`src/rtl/morse_tx.sv`:
```
`default_nettype none
// ============================================================================
//  Module   : morse_tx
//  Purpose  : Pops ASCII characters from a show-ahead byte FIFO, converts
//             letters (case-insensitive) and digits to ITU Morse, and keys a
//             single on/off line with standard unit timing. A space byte
//             produces an extra 4-unit gap; any other byte is dropped.
//  Ports    : i_clk    - system clock
//             i_reset  - synchronous, active-low reset
//             i_empty  - FIFO empty flag
//             i_rdata  - FIFO head word (valid while i_empty=0)
//             o_rd     - FIFO pop strobe, one cycle per character
//             o_morse  - registered key line, 1 = mark
//             o_busy   - high while a character is decoded or sent
//  Revision : 1.0 - initial release
// ============================================================================
module morse_tx #(
   parameter int WORD_BITS     = 8,
   parameter int CLKS_PER_UNIT = 6000000
) (
   input  logic                 i_clk,
   input  logic                 i_reset,
   input  logic                 i_empty,
   input  logic [WORD_BITS-1:0] i_rdata,
   output logic                 o_rd,
   output logic                 o_morse,
   output logic                 o_busy
);

   localparam int c_CW = $clog2(4*CLKS_PER_UNIT+1);
   localparam logic [c_CW-1:0] c_T1 = c_CW'(CLKS_PER_UNIT-1);
   localparam logic [c_CW-1:0] c_T3 = c_CW'(3*CLKS_PER_UNIT-1);
   localparam logic [c_CW-1:0] c_T4 = c_CW'(4*CLKS_PER_UNIT-1);

   typedef enum logic [2:0] {
      ST_IDLE     = 3'd0,
      ST_DECODE   = 3'd1,
      ST_MARK     = 3'd2,
      ST_SPACE    = 3'd3,
      ST_CHAR_GAP = 3'd4,
      ST_WORD_GAP = 3'd5
   } state_t;

   state_t            r_state;
   state_t            w_next;
   logic [c_CW-1:0]   r_cnt;
   logic [7:0]        r_char;
   logic [4:0]        r_pat;     // left-aligned, current element in bit 4
   logic [2:0]        r_len;     // elements remaining including current
   logic              r_morse;

   logic [7:0]        w_up;
   logic              w_dec_valid;
   logic [2:0]        w_dec_len;
   logic [4:0]        w_dec_pat;
   logic              w_pop;

   // Only the low byte is decoded; upper bits are intentionally ignored.
   generate
      if (WORD_BITS > 8) begin : g_wide
         logic w_unused_hi;
         assign w_unused_hi = ^i_rdata[WORD_BITS-1:8];
      end
   endgenerate

   assign w_pop   = (r_state == ST_IDLE) && !i_empty && i_reset;
   assign o_rd    = w_pop;
   assign o_morse = r_morse;
   assign o_busy  = (r_state != ST_IDLE);

   // Fold lower case onto upper case before the table lookup.
   assign w_up = (r_char >= 8'h61 && r_char <= 8'h7A) ? (r_char - 8'h20) : r_char;

   // ITU table: {valid, length, pattern left-aligned, 1 = dash}
   always_comb begin
      {w_dec_valid, w_dec_len, w_dec_pat} = 9'd0;
      case (w_up)
         8'h41: {w_dec_valid, w_dec_len, w_dec_pat} = {1'b1, 3'd2, 5'b01000}; // A
         8'h42: {w_dec_valid, w_dec_len, w_dec_pat} = {1'b1, 3'd4, 5'b10000}; // B
         8'h43: {w_dec_valid, w_dec_len, w_dec_pat} = {1'b1, 3'd4, 5'b10100}; // C
         8'h44: {w_dec_valid, w_dec_len, w_dec_pat} = {1'b1, 3'd3, 5'b10000}; // D
         8'h45: {w_dec_valid, w_dec_len, w_dec_pat} = {1'b1, 3'd1, 5'b00000}; // E
         8'h46: {w_dec_valid, w_dec_len, w_dec_pat} = {1'b1, 3'd4, 5'b00100}; // F
         8'h47: {w_dec_valid, w_dec_len, w_dec_pat} = {1'b1, 3'd3, 5'b11000}; // G
         8'h48: {w_dec_valid, w_dec_len, w_dec_pat} = {1'b1, 3'd4, 5'b00000}; // H
         8'h49: {w_dec_valid, w_dec_len, w_dec_pat} = {1'b1, 3'd2, 5'b00000}; // I
         8'h4A: {w_dec_valid, w_dec_len, w_dec_pat} = {1'b1, 3'd4, 5'b01110}; // J
         8'h4B: {w_dec_valid, w_dec_len, w_dec_pat} = {1'b1, 3'd3, 5'b10100}; // K
         8'h4C: {w_dec_valid, w_dec_len, w_dec_pat} = {1'b1, 3'd4, 5'b01000}; // L
         8'h4D: {w_dec_valid, w_dec_len, w_dec_pat} = {1'b1, 3'd2, 5'b11000}; // M
         8'h4E: {w_dec_valid, w_dec_len, w_dec_pat} = {1'b1, 3'd2, 5'b10000}; // N
         8'h4F: {w_dec_valid, w_dec_len, w_dec_pat} = {1'b1, 3'd3, 5'b11100}; // O
         8'h50: {w_dec_valid, w_dec_len, w_dec_pat} = {1'b1, 3'd4, 5'b01100}; // P
         8'h51: {w_dec_valid, w_dec_len, w_dec_pat} = {1'b1, 3'd4, 5'b11010}; // Q
         8'h52: {w_dec_valid, w_dec_len, w_dec_pat} = {1'b1, 3'd3, 5'b01000}; // R
         8'h53: {w_dec_valid, w_dec_len, w_dec_pat} = {1'b1, 3'd3, 5'b00000}; // S
         8'h54: {w_dec_valid, w_dec_len, w_dec_pat} = {1'b1, 3'd1, 5'b10000}; // T
         8'h55: {w_dec_valid, w_dec_len, w_dec_pat} = {1'b1, 3'd3, 5'b00100}; // U
         8'h56: {w_dec_valid, w_dec_len, w_dec_pat} = {1'b1, 3'd4, 5'b00010}; // V
         8'h57: {w_dec_valid, w_dec_len, w_dec_pat} = {1'b1, 3'd3, 5'b01100}; // W
         8'h58: {w_dec_valid, w_dec_len, w_dec_pat} = {1'b1, 3'd4, 5'b10010}; // X
         8'h59: {w_dec_valid, w_dec_len, w_dec_pat} = {1'b1, 3'd4, 5'b10110}; // Y
         8'h5A: {w_dec_valid, w_dec_len, w_dec_pat} = {1'b1, 3'd4, 5'b11000}; // Z
         8'h30: {w_dec_valid, w_dec_len, w_dec_pat} = {1'b1, 3'd5, 5'b11111}; // 0
         8'h31: {w_dec_valid, w_dec_len, w_dec_pat} = {1'b1, 3'd5, 5'b01111}; // 1
         8'h32: {w_dec_valid, w_dec_len, w_dec_pat} = {1'b1, 3'd5, 5'b00111}; // 2
         8'h33: {w_dec_valid, w_dec_len, w_dec_pat} = {1'b1, 3'd5, 5'b00011}; // 3
         8'h34: {w_dec_valid, w_dec_len, w_dec_pat} = {1'b1, 3'd5, 5'b00001}; // 4
         8'h35: {w_dec_valid, w_dec_len, w_dec_pat} = {1'b1, 3'd5, 5'b00000}; // 5
         8'h36: {w_dec_valid, w_dec_len, w_dec_pat} = {1'b1, 3'd5, 5'b10000}; // 6
         8'h37: {w_dec_valid, w_dec_len, w_dec_pat} = {1'b1, 3'd5, 5'b11000}; // 7
         8'h38: {w_dec_valid, w_dec_len, w_dec_pat} = {1'b1, 3'd5, 5'b11100}; // 8
         8'h39: {w_dec_valid, w_dec_len, w_dec_pat} = {1'b1, 3'd5, 5'b11110}; // 9
         default: {w_dec_valid, w_dec_len, w_dec_pat} = 9'd0;
      endcase
   end

   // Next-state logic; every timed state exits on its terminal count.
   always_comb begin
      w_next = r_state;
      case (r_state)
         ST_IDLE: begin
            if (!i_empty) w_next = ST_DECODE;
         end
         ST_DECODE: begin
            if (w_dec_valid)          w_next = ST_MARK;
            else if (r_char == 8'h20) w_next = ST_WORD_GAP;
            else                      w_next = ST_IDLE;
         end
         ST_MARK: begin
            if (r_cnt == (r_pat[4] ? c_T3 : c_T1))
               w_next = (r_len > 3'd1) ? ST_SPACE : ST_CHAR_GAP;
         end
         ST_SPACE: begin
            if (r_cnt == c_T1) w_next = ST_MARK;
         end
         ST_CHAR_GAP: begin
            if (r_cnt == c_T3) w_next = ST_IDLE;
         end
         ST_WORD_GAP: begin
            if (r_cnt == c_T4) w_next = ST_IDLE;
         end
         default: w_next = ST_IDLE;
      endcase
   end

   always_ff @(posedge i_clk) begin
      if (!i_reset) begin
         r_state <= ST_IDLE;
         r_morse <= 1'b0;
         r_cnt   <= '0;
         r_char  <= 8'd0;
         r_pat   <= 5'd0;
         r_len   <= 3'd0;
      end else begin
         r_state <= w_next;
         // Registered key line follows the state being entered, so the
         // mark lines up exactly with the MARK state's cycles.
         r_morse <= (w_next == ST_MARK);
         if ((w_next != r_state) || (r_state == ST_IDLE) || (r_state == ST_DECODE))
            r_cnt <= '0;
         else
            r_cnt <= r_cnt + 1'b1;
         if (w_pop)
            r_char <= i_rdata[7:0];
         if ((r_state == ST_DECODE) && w_dec_valid) begin
            r_pat <= w_dec_pat;
            r_len <= w_dec_len;
         end else if ((r_state == ST_SPACE) && (w_next == ST_MARK)) begin
            r_pat <= {r_pat[3:0], 1'b0};
            r_len <= r_len - 3'd1;
         end
      end
   end

endmodule
`default_nettype wire

```
`config.mk`:
```
export PLATFORM = sky130hd
export DESIGN_NAME = morse_tx
export DESIGN_NICKNAME = d
export VERILOG_FILES = /design/src/rtl/morse_tx.sv
export SDC_FILE = /design/constraint.sdc
export NUM_CORES = 1
export LEC_CHECK = 0
export ABC_AREA = 1
export BUFFER_PORTS_ARGS = -buffer_cell sky130_fd_sc_hd__buf_2
export CAP_MARGIN = 30
export CORE_MARGIN = 1
export CORE_UTILIZATION = 45
export CTS_BUF_LIST = sky130_fd_sc_hd__clkbuf_16
export DETAILED_ROUTE_END_ITERATION = 8
export GPL_TIMING_DRIVEN = 0
export PLACE_DENSITY = 0.7
export REMOVE_ABC_BUFFERS = 1
export SLEW_MARGIN = 20
export SYNTH_ARGS = -nofsm -noshare
export SYNTH_HDL_FRONTEND = slang
export SYNTH_SLANG_ARGS = --single-unit
```
`constraint.sdc`:
```
create_clock -name i_clk -period 2.6 [get_ports i_clk]
set_input_delay 0.13 -clock i_clk [delete_from_list [all_inputs] [get_ports i_clk]]
set_output_delay 0.13 -clock i_clk [all_outputs]
set_load 0.005 [all_outputs]
```
After elaboration in Yosys (flattened, before gate mapping) --
Memory sizes are Yosys's and may differ from the RTL's. Cells that the tools add are included.
Word-level totals: output and inout port bits 3, latch bits 0, input bits 11, memory bits (read-only) 1152, memories kept 1, RAM bits 0, word-level logic and storage cells 54, register bits 45
Memories:
- (name not given) | depth 128, width 9, read ports 1, clocked after Yosys merged registers in 0, wr ports 0, RTL line 77 | case (w_up)
Cells by class: mux-type cells 16, add/subtract/negate cells 3, shift operators 0, multiply operators 0, magnitude comparators 3, divide/modulo/power cells 0, equality and inequality tests 12, bitwise operators 1, reduce and logical (&&, ||, !) cells 12
Operators by type and width (count):
- 25-bit == test, second input constant | 2
- 3-bit two-way mux | 10
- 25-bit by 1-bit adder with 25-bit output, second input constant | 1
- 25-bit by 23-bit == test with 1-bit output, second input constant | 1
- 25-bit == test | 1
- 25-bit two-way mux | 1
- 3-bit case mux with 6 select lines | 1
- 5-bit two-way mux | 2
- 3-bit by 2-bit == test with 1-bit output, second input constant | 3
- 9-bit two-way mux | 1
- 8-bit by 6-bit == test with 1-bit output, second input constant | 1
- 8-bit by 7-bit greater-or-equal comparator with 1-bit output, second input constant | 1
- 8-bit by 7-bit less-or-equal comparator with 1-bit output, second input constant | 1
- 8-bit two-way mux | 1
- 8-bit by 6-bit subtractor with 8-bit output, second input constant | 1
- 3-bit == test, second input constant | 2
- 1-bit logical AND | 5
- 3-bit by 1-bit == test with 1-bit output, second input constant | 1
- 3-bit by 1-bit > comparator with 1-bit output, second input constant | 1
- 3-bit logical NOT | 1
- 3-bit inequality test | 1
- 3-bit nonzero test | 1
- 3-bit by 1-bit subtractor with 3-bit output, second input constant | 1
- 1-bit logical OR | 2
- 4 further kinds | 4

Longest topological paths before layout --
Gate-level depths: netlist (run 1). An unclocked memory read counts as a cell.
depth in word-level cells 11, mapped depth 17, mapped depth without buffers 16

Worst setup path before layout (run 1) --
No wires, ideal clock.
path kind register to register, from register r_char[1], to register r_cnt[21], data arrival time 2.005 ns, cell stages (with the launch flop) 17, buffers on the path 1, library setup time 0.073 ns, period minus slack after synthesis 2.078 ns, path slack 0.522 ns, data required time 2.527 ns, path through dfxtp_1 inv_1 ha_1 inv_1 nor2_1 nand3_2 nand3_2 nand2_2 nand2_2 nand2_2 nand3_2 nand2_2 nand2_1 nand2_2 nand3b_4 buf_6 nor3_2
Between the ends: cells in the longest elaborated chain, start to end 11, elaborated cells on any way between the ends 15, those cells by class add/sub: 1; order compare: 2; eq/ne: 2; mux: 5; reduce/logical: 4; memory: 1
RTL lines:
- start: declaration | RTL line 47 | logic [7:0] r_char;
- start signal: assignment | RTL line 165 | r_char <= i_rdata[7:0];
- 8-bit by 7-bit greater-or-equal comparator with 1-bit output or 8-bit by 7-bit less-or-equal comparator with 1-bit output (tied branches) | RTL line 72 | assign w_up = (r_char >= 8'h61 && r_char <= 8'h7A) ? (r_char - 8'h20) : r_char;
- 1-bit logical AND | RTL line 72
- 8-bit two-way mux | RTL line 72
- memory 128 x 9 bit
- 9-bit two-way mux | RTL line 77
- 3-bit two-way mux * | RTL line 126 | if (w_dec_valid) w_next = ST_MARK;
- 3-bit case mux with 6 select lines * | RTL line 121 | case (r_state)
- 3-bit inequality test * | RTL line 160 | if ((w_next != r_state) || (r_state == ST_IDLE) || (r_state == ST_DECODE))
- 1-bit logical OR * (2 in series) | RTL line 160
- 2-bit OR reduction (no source line) *
- end signal: assignment | RTL line 163 | r_cnt <= r_cnt + 1'b1;
- end: declaration | RTL line 46 | logic [c_CW-1:0] r_cnt;
Mark *: on every way between the ends. The rest lies on a longest branch, timed or not. A chain may end at the register's enable or synchronous reset.

Final worst setup path (run 1) --
from register r_char[0], to register r_len[1]
Between the ends: cells in the longest elaborated chain, start to end 10, elaborated cells on any way between the ends 16, those cells by class add/sub: 1; order compare: 2; eq/ne: 2; mux: 6; reduce/logical: 4; memory: 1
RTL lines:
- 8-bit by 7-bit greater-or-equal comparator with 1-bit output or 8-bit by 7-bit less-or-equal comparator with 1-bit output (tied branches) | RTL line 72
- 1-bit logical AND | RTL line 72
- 8-bit two-way mux | RTL line 72
- memory 128 x 9 bit
- 9-bit two-way mux | RTL line 77
- 3-bit two-way mux | RTL line 126
- 3-bit case mux with 6 select lines | RTL line 121
- 3-bit by 2-bit == test with 1-bit output | RTL line 169 | end else if ((r_state == ST_SPACE) && (w_next == ST_MARK)) begin
- 1-bit logical AND | RTL line 169
- 2-bit nonzero test (no source line)
- end signal: assignment | RTL line 168 | r_len <= w_dec_len;
- end signal: assignment | RTL line 171 | r_len <= r_len - 3'd1;
- end: declaration | RTL line 49 | logic [2:0] r_len;
Parallel ways exist; a longest one is shown, timed or not.

==> results of run 1 <==
## metrics by stage
step	cell area (µm²)	setup WS, ps
2_1_floorplan	3102	76.91
3_3_place_gp	3287	-445.1
3_5_place_dp	3287	-534.4
4_1_cts	3552	6.892
5_1_grt	3638	4.636
6_report	3638	157.4
## Yosys cell counts, types with 2 or more instances
cell	number
sky130_fd_sc_hd__o21ai_0	19
sky130_fd_sc_hd__dfxtp_1	45
sky130_fd_sc_hd__a21oi_1	15
sky130_fd_sc_hd__nand2_2	8
sky130_fd_sc_hd__inv_1	59
sky130_fd_sc_hd__a211oi_1	9
sky130_fd_sc_hd__inv_2	4
sky130_fd_sc_hd__o21ai_1	2
sky130_fd_sc_hd__xor2_1	18
sky130_fd_sc_hd__nor2_1	54
sky130_fd_sc_hd__nand3_2	3
sky130_fd_sc_hd__o31ai_1	2
sky130_fd_sc_hd__buf_6	4
sky130_fd_sc_hd__xnor2_1	5
sky130_fd_sc_hd__nor2_2	2
sky130_fd_sc_hd__o211ai_1	6
sky130_fd_sc_hd__ha_1	11
sky130_fd_sc_hd__buf_2	4
sky130_fd_sc_hd__nand4_1	15
sky130_fd_sc_hd__nor3_1	15
sky130_fd_sc_hd__clkbuf_1	6
sky130_fd_sc_hd__nand3_1	34
sky130_fd_sc_hd__or2_2	2
sky130_fd_sc_hd__nor3_2	21
sky130_fd_sc_hd__nand2_1	83
## power by group through the flow
stage / sequential (mW) / clock (mW) / combinational (mW)
3_3_place_gp: 0.763 / 0 / 0.312
6_report: 0.752 / 0.620 / 0.374
4_1_cts: 0.748 / 0.632 / 0.349
3_5_place_dp: 0.762 / 0 / 0.318
2_1_floorplan: 0.753 / 0 / 0.244
5_1_grt: 0.755 / 0.659 / 0.417
## worst register-to-register path, cell delays in order, from the launching register on
cell,delay [ps]
sky130_fd_sc_hd__dfxtp_2,400
sky130_fd_sc_hd__inv_2,100
sky130_fd_sc_hd__ha_1,270
sky130_fd_sc_hd__a21oi_1,180
sky130_fd_sc_hd__nand2_1,130
sky130_fd_sc_hd__nand3_2,140
sky130_fd_sc_hd__nor2_2,60
sky130_fd_sc_hd__nor2_4,210
sky130_fd_sc_hd__nand3_2,110
sky130_fd_sc_hd__nand2_2,100
sky130_fd_sc_hd__nand4_1,210
sky130_fd_sc_hd__buf_4,240
sky130_fd_sc_hd__a21oi_1,120
sky130_fd_sc_hd__nor2_1,60
## registers in the layout (all words and copies together), names as in the netlist
| signal | cells |
|---|---|
| r_cnt | 25 |
| r_char | 8 |
| r_pat | 5 |
| r_len | 3 |
| r_state | 3 |
| o_morse | 1 |
## logic make-up (layout without fill, tap and decap cells)
family	count (synthesis)	in the layout	synth area share [%]
AND/OR/NAND/NOR	247	253	39.88
buffers and inverters	79	92	10.49
AO/OA/AOI/OAI	57	57	10.84
flip-flops	45	45	28.18
XOR/XNOR	23	23	6.301
adder cells (fa/ha/maj)	11	11	4.305
## what timing repair did
action / CTS / global route
setup buffers: 4 / 3
setup endpoints to repair: 33 / 33
resized for setup: 9 / 14
gates cloned: 4 / 2
pin swaps: 5 / 1
## final timing paths
check / startpoint / to / slack, ps / depth (start not counted)
setup / recovery: r_char[0]$_SDFFE_PN0P_ / r_len[1]$_SDFFE_PN0P_ / 160 / 13
hold / removal: i_rdata[1] / r_char[1]$_SDFFE_PN0P_ / 110 / 3
setup reg to reg: r_char[0]$_SDFFE_PN0P_ / r_len[1]$_SDFFE_PN0P_ / 160 / 13
hold reg to reg: r_cnt[0]$_SDFF_PP0_ / r_cnt[0]$_SDFF_PP0_ / 470 / 1
## per-layer routing
layer | track usage [%] | part of all wire [%]
met5 | 0 | 0
met1 | 28.50 | 45
met3 | 3.333 | 5.8
met4 | 7.121 | 1.9
met2 | 36.87 | 47
## cell type report
class / instances / area (µm²) / area share, %
sequential: 45 / 907.1 / 24.93
timing repair buffer: 20 / 117.6 / 3.232
clock inverter: 3 / 15.01 / 0.4127
clock buffer: 5 / 125.1 / 3.439
tap: 96 / 120.1 / 3.301
multi-input combinational: 344 / 2110 / 57.98
inverter: 64 / 244.0 / 6.706
==> results.md, run 1 <==
| Result | Reported |
|---|---|
| Total buffers and inverters traversed by the critical path | 2 |
| Number of H-tree levels | 2 |
| Power, Total | 1.746 mW |
| Height of the die | 86.29 µm |
| Sequential area share after synthesis | 28.18% |
| Net switching component of the power | 0.5581 mW |
| Remaining antenna violation count after routing | 0 |
| Internal Power | 1.188 mW |
| Critical path's largest stage delay | 400 ps |
| Hold-fix buffers, CTS | 0 |
| Worst skew pair latency | 290 ps |
| Final #Nets | 502 |
| Area added between synthesis and finish | 13.82% |
| Pins over their slew limit | 0 |
| Final HPWL DP | 5065 µm |
| Most common cell after layout, fill and taps aside | sky130_fd_sc_hd__nand2_1 |
| Library cell used as clock root buffer | sky130_fd_sc_hd__clkbuf_16 |
| Max transition margin | 55.18% |
| Count of final hold-check violations | 0 |
| Predominant post-synthesis flop cell | sky130_fd_sc_hd__dfxtp_1 |
| Clock tree from TritonCTS | yes |
| Fraction of final layout cells sized beyond drive strength 1 | 19.13% |
| Netlist area before placement | 0.003197 mm² |
| Residual DRC count | 0 |
| Lkg Pwr | 1.419 nW |
| Total overflow reported by the global router | 0 |
| Max Fclk | 409.4 MHz |
| Placed Instances | 556 |
| Number of rows in the core area | 30 |
| Fill cell count | 675 |
| Standard cell with the maximum stage delay on the critical path | sky130_fd_sc_hd__dfxtp_2 |
| Final GP Congestion | 0.9639 |
| Sequential share of power | 43.1% |
| Element type at the critical path end | flop |
| Count of vias placed by the detailed router | 3154 |
| Synthesis-stage register bit count | 45 |
| Final instance count without filler cells | 577 |
| Setup TNS | 0 ps |
| Avg Synthesized Cell Area | 6.920 µm² |
| Setup repair after global routing missed its margin | no |
| Top delay family on crit path | simple AND/OR/NAND/NOR gates |
| Average detailed-routed wire length per instance | 14.01 µm |
| Reported max-cap violation count | 0 |
| Routed Wire Length | 8082 µm |
| Pin count of the biggest net entering global routing | 19 |
| Num ports | 14 |
| Hold Path Class | input pin to flop |
| Setup violations, final | 0 |
| Maximum VDD drop | 0.2394 mV |
| Worst hold margin | 108.4 ps |
| Number of synthesized flops with an enable pin | 0 |
| Library cell with the largest summed area after synthesis | sky130_fd_sc_hd__dfxtp_1 |
| Minimum period implied by the final worst setup slack | 2443 ps |
| GR Util All Layers | 21.82% |
| Pre-Repair DR Iteration Count | 5 |
| Share of the cycle needed by the critical path after routing | 93.95% |
| WS Path Type | flop to flop |
| Worst-path clk slew | 70 ps |
| Switching Fraction | 31.96% |
| Die Wd | 86.29 µm |
| Slew @ Worst Pin | 667.2 ps |
| Initial detailed-routing violation count | 261 |
| Total clock buffers created by CTS | 5 |
| Pwr dens | 480.0 mW/mm² |
| Cell types with the largest area share after synthesis | sky130_fd_sc_hd__dfxtp_1 28%, sky130_fd_sc_hd__nand2_1 9.7%, sky130_fd_sc_hd__inv_1 6.9% |
| Global-route wire length before repair | 13010 µm |
| Arrival @ worst endpoint | 2620 ps |
| Worst path required time | 2780 ps |
| Power share of the combinational group | 21.4% |
| Crit path max fanout | 7 |
| Total Die Area | 0.007445 mm² |
| Top-area cell type share of the netlist area | 28.18% |
| Antenna violations before repair | 0 |
| Post-Route Utilization | 53.26% |
| CORE AREA | 0.006832 mm² |
| Setup clock skew after layout | 7.455 ps |
| Cells along the critical path | inv_2 > ha_1 > a21oi_1 > nand2_1 > nand3_2 > nor2_2 > nor2_4 > nand3_2 > nand2_2 > nand4_1 > buf_4 > a21oi_1 > nor2_1 |
| Number of buffers on the longest clock path | 2 |
| Vias in the first global route | 2795 |
| Fraction of power consumed by the clock network | 35.5% |
| CP Launch Type | flop |
| Run status | finished clean |
| Leading cell types in the layout, fill and taps excluded | 80 x sky130_fd_sc_hd__nand2_1, 58 x sky130_fd_sc_hd__inv_1, 53 x sky130_fd_sc_hd__nor2_1 |
| Total of warnings raised by yosys | 0 |
| Count of input and output buffers | 13 |
| Clock sink count | 45 |
| Proportion of register bits with asynchronous set or reset after synthesis | 0% |
| Diode insertion count for antenna repair | 0 |
| Initial core utilization | 46.79% |
| Via count normalized by instance count | 5.466 |
| Syn Inst Count | 462 |
| Number of distinct standard cells referenced by the synthesized netlist | 41 |
No activity file was read; power rests on OpenSTA's default activity.
==> run 2, diff against run 1 <==
--- a/config.mk
+++ b/config.mk
@@ -13,7 +13,7 @@
 export CTS_BUF_LIST = sky130_fd_sc_hd__clkbuf_16
 export DETAILED_ROUTE_END_ITERATION = 8
 export GPL_TIMING_DRIVEN = 0
-export PLACE_DENSITY = 0.7
+export PLACE_DENSITY = 0.68
 export REMOVE_ABC_BUFFERS = 1
 export SLEW_MARGIN = 20
 export SYNTH_ARGS = -nofsm -noshare
==> run 2 against run 1 <==
Against the previous run:
- setup slack lost 14 ps
- largest power group unchanged
- global-route usage is 0.26 points higher
- critical path type unchanged
- register-to-register slack about the same
==> results.md, run 2 (synthesis gave the netlist of run 1 again) <==
| Result | Reported | Delta |
|---|---|---|
| Largest Register | r_cnt |  |
| Average detailed-routed wire length per instance | 13.54 µm | -3.3% |
| Library cell used as clock root buffer | sky130_fd_sc_hd__clkbuf_16 |  |
| Pre-Repair DR Iteration Count | 4 | -1 |
| Global-route wire length before repair | 13030 µm | +0.11% |
| Flop2flop setup slack | 140 ps | about the same |
| Switching Fraction | 29.99% | -2.0 points |
| Routed Wire Length | 7774 µm | -3.8% |
| Maximum VDD drop | 0.4404 mV | +84% |
| Net switching component of the power | 0.5499 mW | -1.5% |
| Setup TNS | 0 ps | unchanged |
| Lkg Pwr | 1.420 nW | about the same |
| Worst path required time | 2780 ps | about the same |
| Leading cell types in the layout, fill and taps excluded | 79 x sky130_fd_sc_hd__nand2_1, 58 x sky130_fd_sc_hd__inv_1, 53 x sky130_fd_sc_hd__nor2_1 |  |
| Count of input and output buffers | 13 | unchanged |
| Clock sink count | 45 | unchanged |
| Fill cell count | 683 | +1.2% |
| Area added between synthesis and finish | 14.87% |  |
| Die Wd | 86.29 µm | unchanged |
| CORE AREA | 0.006832 mm² | unchanged |
| Worst-path clk slew | 60 ps | about the same |
| Crit Reg-Reg Startpoint | r_char[0]$_SDFFE_PN0P_ |  |
| Fraction of power consumed by the clock network | 38.8% | +3.3 points |
| Cells along the critical path | inv_2 > ha_1 > a21oi_1 > nand2_1 > nand3_4 > nor2_2 > nor2_4 > nand3_2 > nand2_2 > nand4_1 > buf_4 > a21oi_1 > nor2_1 |  |
| Worst skew pair latency | 290 ps | about the same |
| Worst hold margin | 111.4 ps | +3.000 ps |
| Power, Total | 1.834 mW | +5.0% |
| Hold Path Cell Cnt | 3 | unchanged |
| Setup clock skew after layout | 9.643 ps | +2.188 ps |
| Clock tree from TritonCTS | yes |  |
| Number of H-tree levels | 2 | unchanged |
| Final HPWL DP | 5045 µm | -0.40% |
| Final #Nets | 499 | -0.60% |
| Element type at the critical path end | flop |  |
| Total length of routed met2 wires | 3747 µm | -1.1% |
| Count of vias placed by the detailed router | 3026 | -4.1% |
| Number of buffers on the longest clock path | 2 | unchanged |
| Pwr dens | 499.4 mW/mm² | +4.0% |
| Post-Route Utilization | 53.75% | +0.49 points |
| Worst hold endpoint | r_char[4]$_SDFFE_PN0P_ |  |
| Most repeated library cell on the critical path | sky130_fd_sc_hd__a21oi_1 |  |
| Initial detailed-routing violation count | 151 | -42% |
| Setup repair after global routing missed its margin | yes |  |
| Top delay family on crit path | simple AND/OR/NAND/NOR gates |  |
| Number of rows in the core area | 30 | unchanged |
| Share of the cycle needed by the critical path after routing | 94.47% | +0.52 points |
| Power share of the combinational group | 20.3% | -1.1 points |
| Height of the die | 86.29 µm | unchanged |
| Residual DRC count | 0 | unchanged |
| Pin count of the biggest net entering global routing | 19 | unchanged |
| Total length of routed met3 wires | 326 µm | -30% |
| Placed Instances | 556 | unchanged |
| Top sig layer | met4 |  |
| Run status | finished clean |  |
| Count of final hold-check violations | 0 | unchanged |
| Num ports | 14 | unchanged |
| Max Fclk | 407.1 MHz | -0.55% |
| Slew @ Worst Pin | 629.0 ps | -38.19 ps |
| Total Die Area | 0.007445 mm² | unchanged |
| Antenna violations before repair | 0 | unchanged |
| Worst hold start | i_rdata[4] |  |
| Arrival @ worst endpoint | 2630 ps | about the same |
| Pins over their slew limit | 0 | unchanged |
| Hold Path Class | input pin to flop |  |
| Total overflow reported by the global router | 0 | unchanged |
| Cell depth of the worst flop-to-flop path | 13 | unchanged |
| Standard cell with the maximum stage delay on the critical path | sky130_fd_sc_hd__dfxtp_2 |  |
| WS Path Type | flop to flop |  |
| Minimum period implied by the final worst setup slack | 2456 ps | +13.55 ps |
| Most common cell after layout, fill and taps aside | sky130_fd_sc_hd__nand2_1 |  |
| Reg2Reg Capture Point | r_pat[4]$_SDFFE_PN0P_ |  |
| Initial core utilization | 46.79% | unchanged |
| Reported max-cap violation count | 0 | unchanged |
| Number of flip-flops in the largest register | 25 | unchanged |
| GR Util All Layers | 22.09% | +0.26 points |
| Remaining antenna violation count after routing | 0 | unchanged |
| Total buffers and inverters traversed by the critical path | 2 | unchanged |
| Final instance count without filler cells | 574 | -0.52% |
| Crit path max fanout | 8 | +1 |
| Fraction of final layout cells sized beyond drive strength 1 | 18.41% | -0.72 points |
| Via count normalized by instance count | 5.272 | -3.6% |
| Sequential share of power | 41.0% | -2.1 points |
| CP Launch Type | flop |  |
| Final GP Congestion | 0.9075 | -5.9% |
| Max transition margin | 57.74% | +2.6 points |
| Internal Power | 1.284 mW | +8.0% |
| Met1 layer wirelength in the final routing | 3507 µm | -4.5% |
| Largest registers | r_cnt: 25 flops, r_char: 8 flops, r_pat: 5 flops |  |
| Setup violations, final | 0 | unchanged |
| Critical path's largest stage delay | 410 ps | about the same |
| Vias in the first global route | 2868 | +2.6% |
| Total clock buffers created by CTS | 5 | unchanged |
| Diode insertion count for antenna repair | 0 | unchanged |
## run 2: cell types whose count changed in the layout (fill, tap and decap cells not counted), moves of 2 or more
cell,change
sky130_fd_sc_hd__nand2_2,-2
sky130_fd_sc_hd__nand3_4,+2
sky130_fd_sc_hd__nand2_4,+3
sky130_fd_sc_hd__clkinvlp_4,-2
sky130_fd_sc_hd__clkinv_1,+2
sky130_fd_sc_hd__buf_4,-4
## run 2: power groups by stage
| stage | combinational (mW) | sequential (mW) | clock [mW] |
|---|---|---|---|
| floorplan | 0.244 | 0.753 | 0 |
| global placement | 0.314 | 0.764 | 0 |
| detailed placement | 0.316 | 0.763 | 0 |
| CTS | 0.347 | 0.749 | 0.724 |
| global route | 0.416 | 0.756 | 0.758 |
| finish | 0.371 | 0.752 | 0.711 |
## run 2: worst max path at each step
stage                      startpoint               endpoint  slack [ps]  cells past startpoint
6_report       r_char[0]$_SDFFE_PN0P_  r_pat[4]$_SDFFE_PN0P_         140                     13
5_1_grt           r_cnt[0]$_SDFF_PP0_  r_pat[3]$_SDFFE_PN0P_           2                     16
4_1_cts        r_char[0]$_SDFFE_PN0P_   r_cnt[11]$_SDFF_PP0_          40                     12
3_5_place_dp   r_char[0]$_SDFFE_PN0P_   r_cnt[11]$_SDFF_PP0_        -510                     11
3_3_place_gp   r_char[0]$_SDFFE_PN0P_   r_cnt[11]$_SDFF_PP0_        -440                     11
2_1_floorplan  r_char[1]$_SDFFE_PN0P_   r_cnt[10]$_SDFF_PP0_          80                     13
## run 2: area by class of cell
class	count	area [µm²]	area share, %
well taps	96	120.1	3.271
flip-flops and latches	45	909.6	24.77
multi-input cells	345	2152	58.60
repair buffers	16	87.58	2.385
clock inverters	3	37.54	1.022
clock buffers	5	125.1	3.407
inverters	64	240.2	6.542
## run 2: layer usage
| metal | GRT usage, % | up-vias |
|---|---|---|
| met2 | 37.01 | 65 |
| met1 | 27.68 | 1368 |
| li1 | - | 1573 |
| met5 | 0 | - |
| met3 | 4.286 | 20 |
| met4 | 9.394 | 0 |
## run 2: metrics by stage
stage               worst slack, ps  instance area, µm²
finish                        143.8                3672
global route                  1.944                3672
CTS                           35.40                3553
detailed placement           -509.7                3287
global placement             -444.5                3287
floorplan                     76.91                3102
## run 2: what timing repair did
action,in CTS,in global routing
resized for setup,8,20
setup buffers,1,2
hold buffers,0,0
setup endpoints to repair,32,33
pin swaps,5,4
cloned,5,2
## run 2: worst min-delay path, cell delays in order
cell,delay (ps)
sky130_fd_sc_hd__buf_2,90
sky130_fd_sc_hd__nor2_1,90
sky130_fd_sc_hd__a211oi_1,40
